**src/rtl/enc_rr_arbiter_pkg.sv**
```systemverilog
// Shared types and helpers for the registered priority / round-robin encoder.
package enc_pkg;

  typedef enum logic {
    IDLE = 1'b0,
    HOLD = 1'b1
  } state_e;

  localparam int unsigned MAX_N = 64;

  // Index width that never collapses to zero bits, even for tiny N.
  function automatic int unsigned clog2_safe(input int unsigned n);
    return (n < 2) ? 1 : $clog2(n);
  endfunction

  function automatic logic [MAX_N-1:0] onehot(input int unsigned idx, input int unsigned n);
    logic [MAX_N-1:0] v;
    v = '0;
    if (idx < n) v = MAX_N'(1) << idx;
    return v;
  endfunction

endpackage

```
**src/rtl/enc_rr_arbiter_if.sv**
```systemverilog
// Request/result bus between request sources, the arbiter and a stalling consumer.
interface enc_rr_arbiter_if
  import enc_pkg::*;
#(
  parameter int unsigned N = 4
);
  localparam int unsigned W = clog2_safe(N);

  logic [N-1:0] req;
  logic         mode;
  logic         out_ready;
  logic [W-1:0] idx;
  logic [N-1:0] grant;
  logic         valid;
  logic [W-1:0] ptr;

  modport master (output req, mode, out_ready, input idx, grant, valid, ptr);
  modport slave  (input req, mode, out_ready, output idx, grant, valid, ptr);
endinterface

```
**src/rtl/enc_rr_arbiter_pick.sv**
```systemverilog
// Combinational winner search: highest-set-bit fixed priority, or first set bit
// at/after ptr found by scanning a doubled request vector masked from ptr upward.
module enc_pick
  import enc_pkg::*;
#(
  parameter  int unsigned N = 4,
  localparam int unsigned W = clog2_safe(N)
) (
  input  logic [N-1:0] i_req,
  input  logic [W-1:0] i_ptr,
  input  logic         i_mode,
  output logic         o_any,
  output logic [W-1:0] o_win_idx
);

  localparam logic [2*N-1:0] LOW_ONES = {{N{1'b0}}, {N{1'b1}}};

  logic [2*N-1:0] w_dbl;
  logic [2*N-1:0] w_masked;
  int unsigned    w_rr_pos;
  int unsigned    w_rr_idx;
  int unsigned    w_fp_idx;

  // Window [ptr, ptr+N-1] of the doubled vector covers every source exactly once.
  assign w_dbl    = {i_req, i_req};
  assign w_masked = w_dbl & (LOW_ONES << i_ptr);

  always_comb begin
    w_rr_pos = 0;
    for (int j = 2*N-1; j >= 0; j--) begin
      if (w_masked[j]) w_rr_pos = j;
    end
    w_rr_idx = (w_rr_pos >= N) ? (w_rr_pos - N) : w_rr_pos;
  end

  always_comb begin
    w_fp_idx = 0;
    for (int i = 0; i < N; i++) begin
      if (i_req[i]) w_fp_idx = i;
    end
  end

  assign o_any     = |i_req;
  assign o_win_idx = i_mode ? W'(w_rr_idx) : W'(w_fp_idx);

endmodule

```
**src/rtl/enc_rr_arbiter.sv**
```systemverilog
// Registered N-input encoder/arbiter holding each winner under valid/ready.
//   state | meaning
//   IDLE  | no result held, valid=0, waiting for any request
//   HOLD  | result held in idx/grant, valid=1, frozen until out_ready
module enc_rr_arbiter
  import enc_pkg::*;
#(
  parameter int unsigned N = 4
) (
  input logic             clk,
  input logic             rst_n,
  enc_rr_arbiter_if.slave bus
);

  localparam int unsigned  W    = clog2_safe(N);
  localparam logic [W-1:0] LAST = W'(N-1);

  state_e       r_state,     w_state_nxt;
  logic [W-1:0] r_idx,       w_idx_nxt;
  logic [N-1:0] r_grant,     w_grant_nxt;
  logic         r_valid,     w_valid_nxt;
  logic [W-1:0] r_ptr,       w_ptr_nxt;
  logic         r_mode_held, w_mode_held_nxt;

  logic         w_hs;
  logic [W-1:0] w_ptr_inc;
  logic [W-1:0] w_ptr_arb;
  logic         w_any;
  logic [W-1:0] w_win_idx;

  assign w_hs      = r_valid & bus.out_ready;
  assign w_ptr_inc = (r_idx == LAST) ? '0 : r_idx + 1'b1;
  // Back-to-back round-robin loads must already see the advanced pointer.
  assign w_ptr_arb = (w_hs && r_mode_held) ? w_ptr_inc : r_ptr;

  enc_pick #(.N(N)) u_pick (
    .i_req     (bus.req),
    .i_ptr     (w_ptr_arb),
    .i_mode    (bus.mode),
    .o_any     (w_any),
    .o_win_idx (w_win_idx)
  );

  always_comb begin
    w_state_nxt     = r_state;
    w_idx_nxt       = r_idx;
    w_grant_nxt     = r_grant;
    w_valid_nxt     = r_valid;
    w_ptr_nxt       = r_ptr;
    w_mode_held_nxt = r_mode_held;
    case (r_state)
      IDLE: begin
        if (w_any) begin
          w_state_nxt     = HOLD;
          w_idx_nxt       = w_win_idx;
          w_grant_nxt     = N'(onehot(32'(w_win_idx), N));
          w_valid_nxt     = 1'b1;
          w_mode_held_nxt = bus.mode;
        end
      end
      HOLD: begin
        if (w_hs) begin
          w_ptr_nxt = w_ptr_arb;
          if (w_any) begin
            w_idx_nxt       = w_win_idx;
            w_grant_nxt     = N'(onehot(32'(w_win_idx), N));
            w_mode_held_nxt = bus.mode;
          end else begin
            w_state_nxt = IDLE;
            w_grant_nxt = '0;
            w_valid_nxt = 1'b0;
          end
        end
      end
      default: begin
        w_state_nxt = IDLE;
        w_grant_nxt = '0;
        w_valid_nxt = 1'b0;
      end
    endcase
  end

  always_ff @(posedge clk or negedge rst_n) begin
    if (!rst_n) begin
      r_state     <= IDLE;
      r_idx       <= '0;
      r_grant     <= '0;
      r_valid     <= 1'b0;
      r_ptr       <= '0;
      r_mode_held <= 1'b0;
    end else begin
      r_state     <= w_state_nxt;
      r_idx       <= w_idx_nxt;
      r_grant     <= w_grant_nxt;
      r_valid     <= w_valid_nxt;
      r_ptr       <= w_ptr_nxt;
      r_mode_held <= w_mode_held_nxt;
    end
  end

  assign bus.idx   = r_idx;
  assign bus.grant = r_grant;
  assign bus.valid = r_valid;
  assign bus.ptr   = r_ptr;

endmodule

```
**src/flat_wrapper.sv**
```systemverilog
// flat-port wrapper written by rule: the top's interface ports become plain ports
module enc_rr_arbiter_flat import enc_pkg::*;
#(
  parameter int unsigned N = 4
)
  (clk, rst_n, bus_req, bus_mode, bus_out_ready, bus_idx, bus_grant, bus_valid, bus_ptr);
  enc_rr_arbiter_if #(.N(N)) bus_i ();
  input logic clk;
  input logic rst_n;
  input wire logic [$bits(bus_i.req)-1:0] bus_req;
  input wire logic [$bits(bus_i.mode)-1:0] bus_mode;
  input wire logic [$bits(bus_i.out_ready)-1:0] bus_out_ready;
  output wire logic [$bits(bus_i.idx)-1:0] bus_idx;
  output wire logic [$bits(bus_i.grant)-1:0] bus_grant;
  output wire logic [$bits(bus_i.valid)-1:0] bus_valid;
  output wire logic [$bits(bus_i.ptr)-1:0] bus_ptr;
  assign bus_i.req = bus_req;
  assign bus_i.mode = bus_mode;
  assign bus_i.out_ready = bus_out_ready;
  assign bus_idx = bus_i.idx;
  assign bus_grant = bus_i.grant;
  assign bus_valid = bus_i.valid;
  assign bus_ptr = bus_i.ptr;
  enc_rr_arbiter #(.N(N)) u_core (.clk(clk), .rst_n(rst_n), .bus(bus_i));
endmodule
```
**config.mk**
```make
export PLATFORM = sky130hd
export DESIGN_NAME = enc_rr_arbiter_flat
export DESIGN_NICKNAME = d
export VERILOG_FILES = /design/src/rtl/enc_rr_arbiter_pkg.sv /design/src/rtl/enc_rr_arbiter_if.sv /design/src/rtl/enc_rr_arbiter_pick.sv /design/src/rtl/enc_rr_arbiter.sv /design/src/flat_wrapper.sv
export SDC_FILE = /design/constraint.sdc
export NUM_CORES = 1
export LEC_CHECK = 0
export CAP_MARGIN = 20
export CORE_MARGIN = 4
export CORE_UTILIZATION = 40
export DETAILED_ROUTE_END_ITERATION = 12
export HOLD_SLACK_MARGIN = 0.05
export PLACE_DENSITY_LB_ADDON = 0.15
export SYNTH_ARGS = -nofsm -noshare
export SYNTH_HDL_FRONTEND = slang
export SYNTH_SLANG_ARGS = --single-unit
```
**constraint.sdc**
```tcl
create_clock -name clk -period 2.4 [get_ports clk]
set_input_delay 0.48 -clock clk [delete_from_list [all_inputs] [get_ports clk]]
set_output_delay 0.48 -clock clk [all_outputs]
set_load 0.1 [all_outputs]
```
# --- Word level (Yosys, flattened, before mapping) ---
# Cells that the tools add are included.
op_classes:
  n_addsub: 2
  mul: 0
  n_div: 0
  n_lt_le_gt_ge: 1
  n_eq_ne: 4
  n_shift: 2
  mux: 32
  bitwise_logic: 3
  reduce_logical: 5
ops:
  columns: ["op", "n"]
  rows:
  - ["2-to-1 mux 32 bit", 7]
  - ["greater-or-equal comparator 32 x 3 -> 1 bit, second input constant", 1]
  - ["2-to-1 mux 2 bit", 8]
  - ["2-to-1 mux 4 bit", 3]
  - ["AND 8 bit", 1]
  - ["2-to-1 mux 1 bit", 8]
  - ["one-hot mux 4 bit (2 select lines)", 1]
  - ["<< shifter 4 x 2 -> 8 bit, first input constant", 1]
  - ["!= test 2 bit, second input constant", 3]
  - ["one-hot mux 1 bit (2 select lines)", 3]
  - ["one-hot mux 2 bit (2 select lines)", 1]
  - ["AND reduction 2 bit", 2]
  - ["OR reduction 4 bit", 1]
  - ["<< shifter 1 x 2 -> 4 bit, first input constant", 1]
  - ["2-to-1 mux 3 bit", 1]
  - ["AND reduction 3 bit", 1]
  - ["adder 2 x 1 -> 2 bit, second input constant", 1]
  - ["equality test 2 bit, second input constant", 1]
  - ["subtractor 2 x 1 -> 2 bit, second input constant", 1]
  - ["AND 1 bit", 1]
  - ["logical AND 1 bit", 1]
  - ["NOT 1 bit", 1]
totals:
  regBits: 11
  latchBits: 0
  mem_bits_rw: 0
  romBits: 0
  input_bits: 8
  out_inout_bits: 9
  word_cells: 55
  memories: 0

# --- Logic depth before layout (Yosys ltp) ---
logic_depth:
  word_depth: 20
  depth_mapped: 6
  mapped_depth_nobuf: 6

# --- By module ---
# A second synthesis with hierarchy kept.
hier_totals:
  hier_cells: 66
  hier_area_um2: 674.4
by_module_without_submodules:
  columns: ["mod", "n_inst", "cells_per_inst", "area_each_um2", "seq_area_each_um2"]
  rows:
  - ["enc_rr_arbiter", 1, 49, 576.8, 275.3]
  - ["enc_pick", 1, 17, 97.6, 0.0]

# --- Worst setup path before layout ---
# No wires, ideal clock.
synth_timing:
  path_kind: "flip-flop to flip-flop"
  start: "register u_core.r_idx[0], in the netlist u_core.bus.idx[0]"
  end: "register u_core.r_grant[0], in the netlist u_core.bus.grant[0]"
  setup_ns: 0.123
  t_arrival_ns: 2.560
  t_required_ns: 2.277
  setup_slack_ns: -0.283
  path_stages_with_launch: 6
  n_path_buf: 0
  period_less_slack_ns: 2.683
  path_cell_list: "dfrtp_1 -> ha_1 -> or4_1 -> a31o_1 -> a31o_1 -> a32o_1"
synth_between:
  elab_chain_cells: 20
  elab_cells_between_ends: 23
  classes_between: "add/sub: 2; order compare: 1; eq/ne: 1; shift: 2; mux: 16; bitwise: 1"
synth_lines:
  columns: ["item", "line_no", "text"]
  rows:
  - ["start: declaration", "enc_rr_arbiter.sv:19", "logic [W-1:0] r_idx, w_idx_nxt;"]
  - ["start signal: assignment", "enc_rr_arbiter.sv:93", "r_idx <= w_idx_nxt;"]
  - ["adder 2 x 1 -> 2 bit / equality test 2 bit (equally long branches)", "enc_rr_arbiter.sv:32", "assign w_ptr_inc = (r_idx == LAST) ? '0 : r_idx + 1'b1;"]
  - ["2-to-1 mux 2 bit *", "enc_rr_arbiter.sv:32", null]
  - ["2-to-1 mux 2 bit *", "enc_rr_arbiter.sv:34", "assign w_ptr_arb = (w_hs && r_mode_held) ? w_ptr_inc : r_ptr;"]
  - ["<< shifter 4 x 2 -> 8 bit *", "enc_rr_arbiter_pick.sv:26", "assign w_masked = w_dbl & (LOW_ONES << i_ptr);"]
  - ["AND 8 bit *", "enc_rr_arbiter_pick.sv:26", null]
  - ["2-to-1 mux 3 bit", "enc_rr_arbiter_pick.sv:31", "if (w_masked[j]) w_rr_pos = j;"]
  - ["2-to-1 mux 32 bit (6 in series)", "enc_rr_arbiter_pick.sv:31", null]
  - ["2-to-1 mux 32 bit *", "enc_rr_arbiter_pick.sv:31", null]
  - ["greater-or-equal comparator 32 x 3 -> 1 bit / subtractor 2 x 1 -> 2 bit (equally long branches)", "enc_rr_arbiter_pick.sv:33", "w_rr_idx = (w_rr_pos >= N) ? (w_rr_pos - N) : w_rr_pos;"]
  - ["2-to-1 mux 2 bit *", "enc_rr_arbiter_pick.sv:33", null]
  - ["2-to-1 mux 2 bit *", "enc_rr_arbiter_pick.sv:44", "assign o_win_idx = i_mode ? W'(w_rr_idx) : W'(w_fp_idx);"]
  - ["<< shifter 1 x 2 -> 4 bit *", "enc_rr_arbiter_pkg.sv:19", "if (idx < n) v = MAX_N'(1) << idx;"]
  - ["2-to-1 mux 4 bit", "enc_rr_arbiter.sv:64", "if (w_any) begin"]
  - ["2-to-1 mux 4 bit", "enc_rr_arbiter.sv:62", "if (w_hs) begin"]
  - ["one-hot mux 4 bit (2 select lines) *", "enc_rr_arbiter.sv:51", "case (r_state)"]
  - ["end signal: assignment", "enc_rr_arbiter.sv:94", "r_grant <= w_grant_nxt;"]
  - ["end: declaration", "enc_rr_arbiter.sv:20", "logic [N-1:0] r_grant, w_grant_nxt;"]
# Mark *: on every way between the ends. The rest lies on a longest branch, timed or not. The select of a mux whose other input is x is not followed.
# A chain may end at the register's enable or synchronous reset.

# --- Worst setup path in the final report ---
layout_timing:
  start: "input port bus_out_ready"
  end: "register u_core.r_grant[0], in the netlist u_core.bus.grant[0]"
layout_between:
  elab_chain_cells: 20
  elab_cells_between_ends: 24
  classes_between: "add/sub: 1; order compare: 1; eq/ne: 1; shift: 2; mux: 15; bitwise: 2; reduce/logical: 2"
layout_lines:
  columns: ["item", "line_no", "text"]
  rows:
  - ["start: declaration", "flat_wrapper.sv:12", "input wire logic [$bits(bus_i.out_ready)-1:0] bus_out_ready;"]
  - ["AND 1 bit *", "enc_rr_arbiter.sv:31", "assign w_hs = r_valid & bus.out_ready;"]
  - ["logical AND 1 bit", "enc_rr_arbiter.sv:34", null]
  - ["2-to-1 mux 2 bit", "enc_rr_arbiter.sv:34", null]
  - ["<< shifter 4 x 2 -> 8 bit", "enc_rr_arbiter_pick.sv:26", null]
  - ["AND 8 bit", "enc_rr_arbiter_pick.sv:26", null]
  - ["2-to-1 mux 3 bit", "enc_rr_arbiter_pick.sv:31", null]
  - ["2-to-1 mux 32 bit (7 in series)", "enc_rr_arbiter_pick.sv:31", null]
  - ["greater-or-equal comparator 32 x 3 -> 1 bit / subtractor 2 x 1 -> 2 bit (equally long branches)", "enc_rr_arbiter_pick.sv:33", null]
  - ["2-to-1 mux 2 bit", "enc_rr_arbiter_pick.sv:33", null]
  - ["2-to-1 mux 2 bit", "enc_rr_arbiter_pick.sv:44", null]
  - ["<< shifter 1 x 2 -> 4 bit", "enc_rr_arbiter_pkg.sv:19", null]
  - ["2-to-1 mux 4 bit", "enc_rr_arbiter.sv:64", null]
  - ["2-to-1 mux 4 bit", "enc_rr_arbiter.sv:62", null]
  - ["one-hot mux 4 bit (2 select lines)", "enc_rr_arbiter.sv:51", null]
# Marks and branches as above.

==> flow_summary.yaml <==
setup_path:
  start_kind: "input pin"
  rr_endpoint: "u_core.bus.grant[0]"
  crit_start: "bus_out_ready"
  end_kind: "flop"
  path_max_fanout: 5
  worstPathRequired_ns: 2.55
  r2r_start: "u_core.bus.idx[0]"
  reg2reg_depth: 5
  cp.arrival_ns: 2.32
  critPathKind: "in -> reg"
  r2r_setup_slack_ns: 0.24
cts:
  cts_root_buffer: "clkbuf_4"
  cts.sinks: 11
  cts_buffers: 3
  insertion_delay_ns: 0.26
  cts-resized-gates: 0
  cts_buffer_depth: 2
  postCtsSetupBuffers: 0
  path_clk_slew_ns: 0.08
  cts_tree: "yes"
  holdBufCountCts: 0
  ctsHtreeMaxLevel: 1
floorplan:
  die_area_sq_um: 2180
  initial_core_util_pct: 44.4
  die_w_um: 46.7
  fp-row-count: 13
  io_pins: 17
  die_h_um: 46.7
  fp.coreArea_sq_um: 1350
timing:
  slew_headroom_pct: 65.5
  worstMarginPinSlew_ns: 0.516
  hold_viol: 0
  fmax_ghz: 0.460
  min_period_ns: 2.17
  post-route-period-util_pct: 90.5
  drv_slew: 0
  rsz0062_at_grt: "no"
  skew_ns: 0.00476
  fin_setup_tns_ns: 0
  final-setup-viol-count: 0
worst_hold_path:
  hp-start: "u_core.r_state"
  hp-class: "reg -> reg"
  holdPathStages: 1
  whs_endpoint: "u_core.bus.valid"
global_route:
  use_met1_pct: 23.7
  use_met2_pct: 21.7
  grt_use_met3_pct: 2.34
  grt_pass1_vias: 534
  grt_pass1_wl_um: 2420
  antenna_found_initial: 0
  grt_usage_pct: 15.4
  grt_max_degree: 12
  top_usage_layer: "met1"
  grt_overflow: 0
yosys:
  synthesis.area_sq_um: 599
  synth_fp_nets: 68
  synth_cell_type_count: 27
  avgSynthCellArea_sq_um: 10.2
  ys_seq_area_share_pct: 45.9
  netlist_instances: 59
  ys_ff_latch: 11
  ys_warn_count: 0
placement:
  dp_hpwl_um: 1070
  place_congestion: 0.781
  numPlacedInstances: 93
  io_buffers: 16
run_status:
  run_status: "complete, no violations"
routing:
  drc: 0
  ant_nets: 0
  wl_per_cell_um: 14.5
  firstDrtPassIters: 4
  viasPerCell: 5.62
  drt-initial-drc-count: 15
  wirelength_um: 1400
  vias: 545
cells_and_area:
  area_delta_synth_final_pct: 34.9
  n_antenna_cell: 0
  stdcell_count: 97
  num-fill-cells: 123
  fin_nets: 92
  drive_gt1_share_pct: 30.5
flow_run:
  cap_viol_max_count: 0
==> layout make-up <==
cell class / count / area (sq um) / share of cell area, %
multi-input combinational: 47 / 320 / 39.6
sequential: 11 / 279 / 34.5
timing repair buffer: 19 / 160 / 19.8
clock buffer: 4 / 26.3 / 3.25
tap: 15 / 18.8 / 2.32
inverter: 1 / 3.75 / 0.464
==> cells in the mapped netlist <==
library cell	instances	area, sq um
a2111oi_0	1	8.76
ha_1	1	12.5
nor4_1	1	6.26
nand2b_1	1	6.26
and3_2	1	7.51
nor4b_1	1	8.76
or4_1	2	15.0
a21oi_1	2	10.0
o21ai_0	6	30.0
a32o_1	1	10.0
o31ai_1	1	7.51
mux2i_1	1	10.0
o32a_2	1	11.3
inv_1	1	3.75
nand3_4	1	17.5
nor2_1	2	7.51
nand3b_1	1	7.51
nand4_1	1	6.26
a311o_1	1	10.0
nand2_1	12	45.0
a31oi_1	1	6.26
o21bai_1	1	7.51
a31o_1	2	17.5
mux2_2	3	33.8
dfrtp_1	11	275
a31o_2	1	8.76
a22o_1	1	8.76
==> cells in the final DEF (no fill, tap or decap), drive strengths merged, types with 3 or more instances in the layout <==
cell type       n
a31o            3
buf            12
clkbuf          4
clkdlybuf4s50   7
dfrtp          11
mux2            3
nand2          12
o21ai           6
==> layer usage <==
layer,vias up,part of all wire (%)
li1,276,-
met1,253,50
met2,14,44
met3,2,4.6
met4,0,0.85
met5,-,0
==> critical path: stages <==
cell and delay, ns:
clkdlybuf4s50_1 0.60, nand3_4 0.10, or4_1 0.41, a31o_1 0.23
a31o_1 0.24, a32o_1 0.25
==> cells by family (layout without fill, tap and decap cells) <==
| kind of cell | Yosys count | in the layout | synth area share [%] |
|---|---|---|---|
| compound gates | 19 | 19 | 22.8 |
| mux | 4 | 4 | 7.31 |
| simple gates | 23 | 23 | 21.3 |
| fa+ha+maj | 1 | 1 | 2.09 |
| flops | 11 | 11 | 45.9 |
| buf+inv | 1 | 24 | 0.626 |
==> per-stage QoR <==
stage	utilization [%]	hold WS, ns	cell area [sq um]	worst slack (ns)
after floorplan	-	0.184	603	0.0323
after global placement	57.9	0.476	782	-0.0252
after detailed placement	57.9	0.469	782	-0.0176
after CTS	59.9	0.495	808	0.239
after global routing	59.9	0.525	808	0.130
final	59.9	0.493	808	0.227
==> state kept, by name (all words and copies together) (netlist names) <==
name / flops
u_core.bus.grant: 4
u_core.bus.idx: 2
u_core.bus.ptr: 2
u_core.bus.valid: 1
u_core.r_mode_held: 1
u_core.r_state: 1
==> worst max-delay path by stage <==
stage               slack [ns]                   to  cells after the start
floorplan                 0.03  u_core.bus.grant[0]                      5
global placement         -0.03  u_core.bus.grant[3]                      7
detailed placement       -0.02  u_core.bus.grant[0]                      6
CTS                       0.24  u_core.bus.grant[0]                      6
global route              0.13  u_core.bus.grant[3]                      7
finish                    0.23  u_core.bus.grant[0]                      6
Power is not shown: default switching activity piles up to over one toggle a cycle in this logic, so the estimate is an artifact.
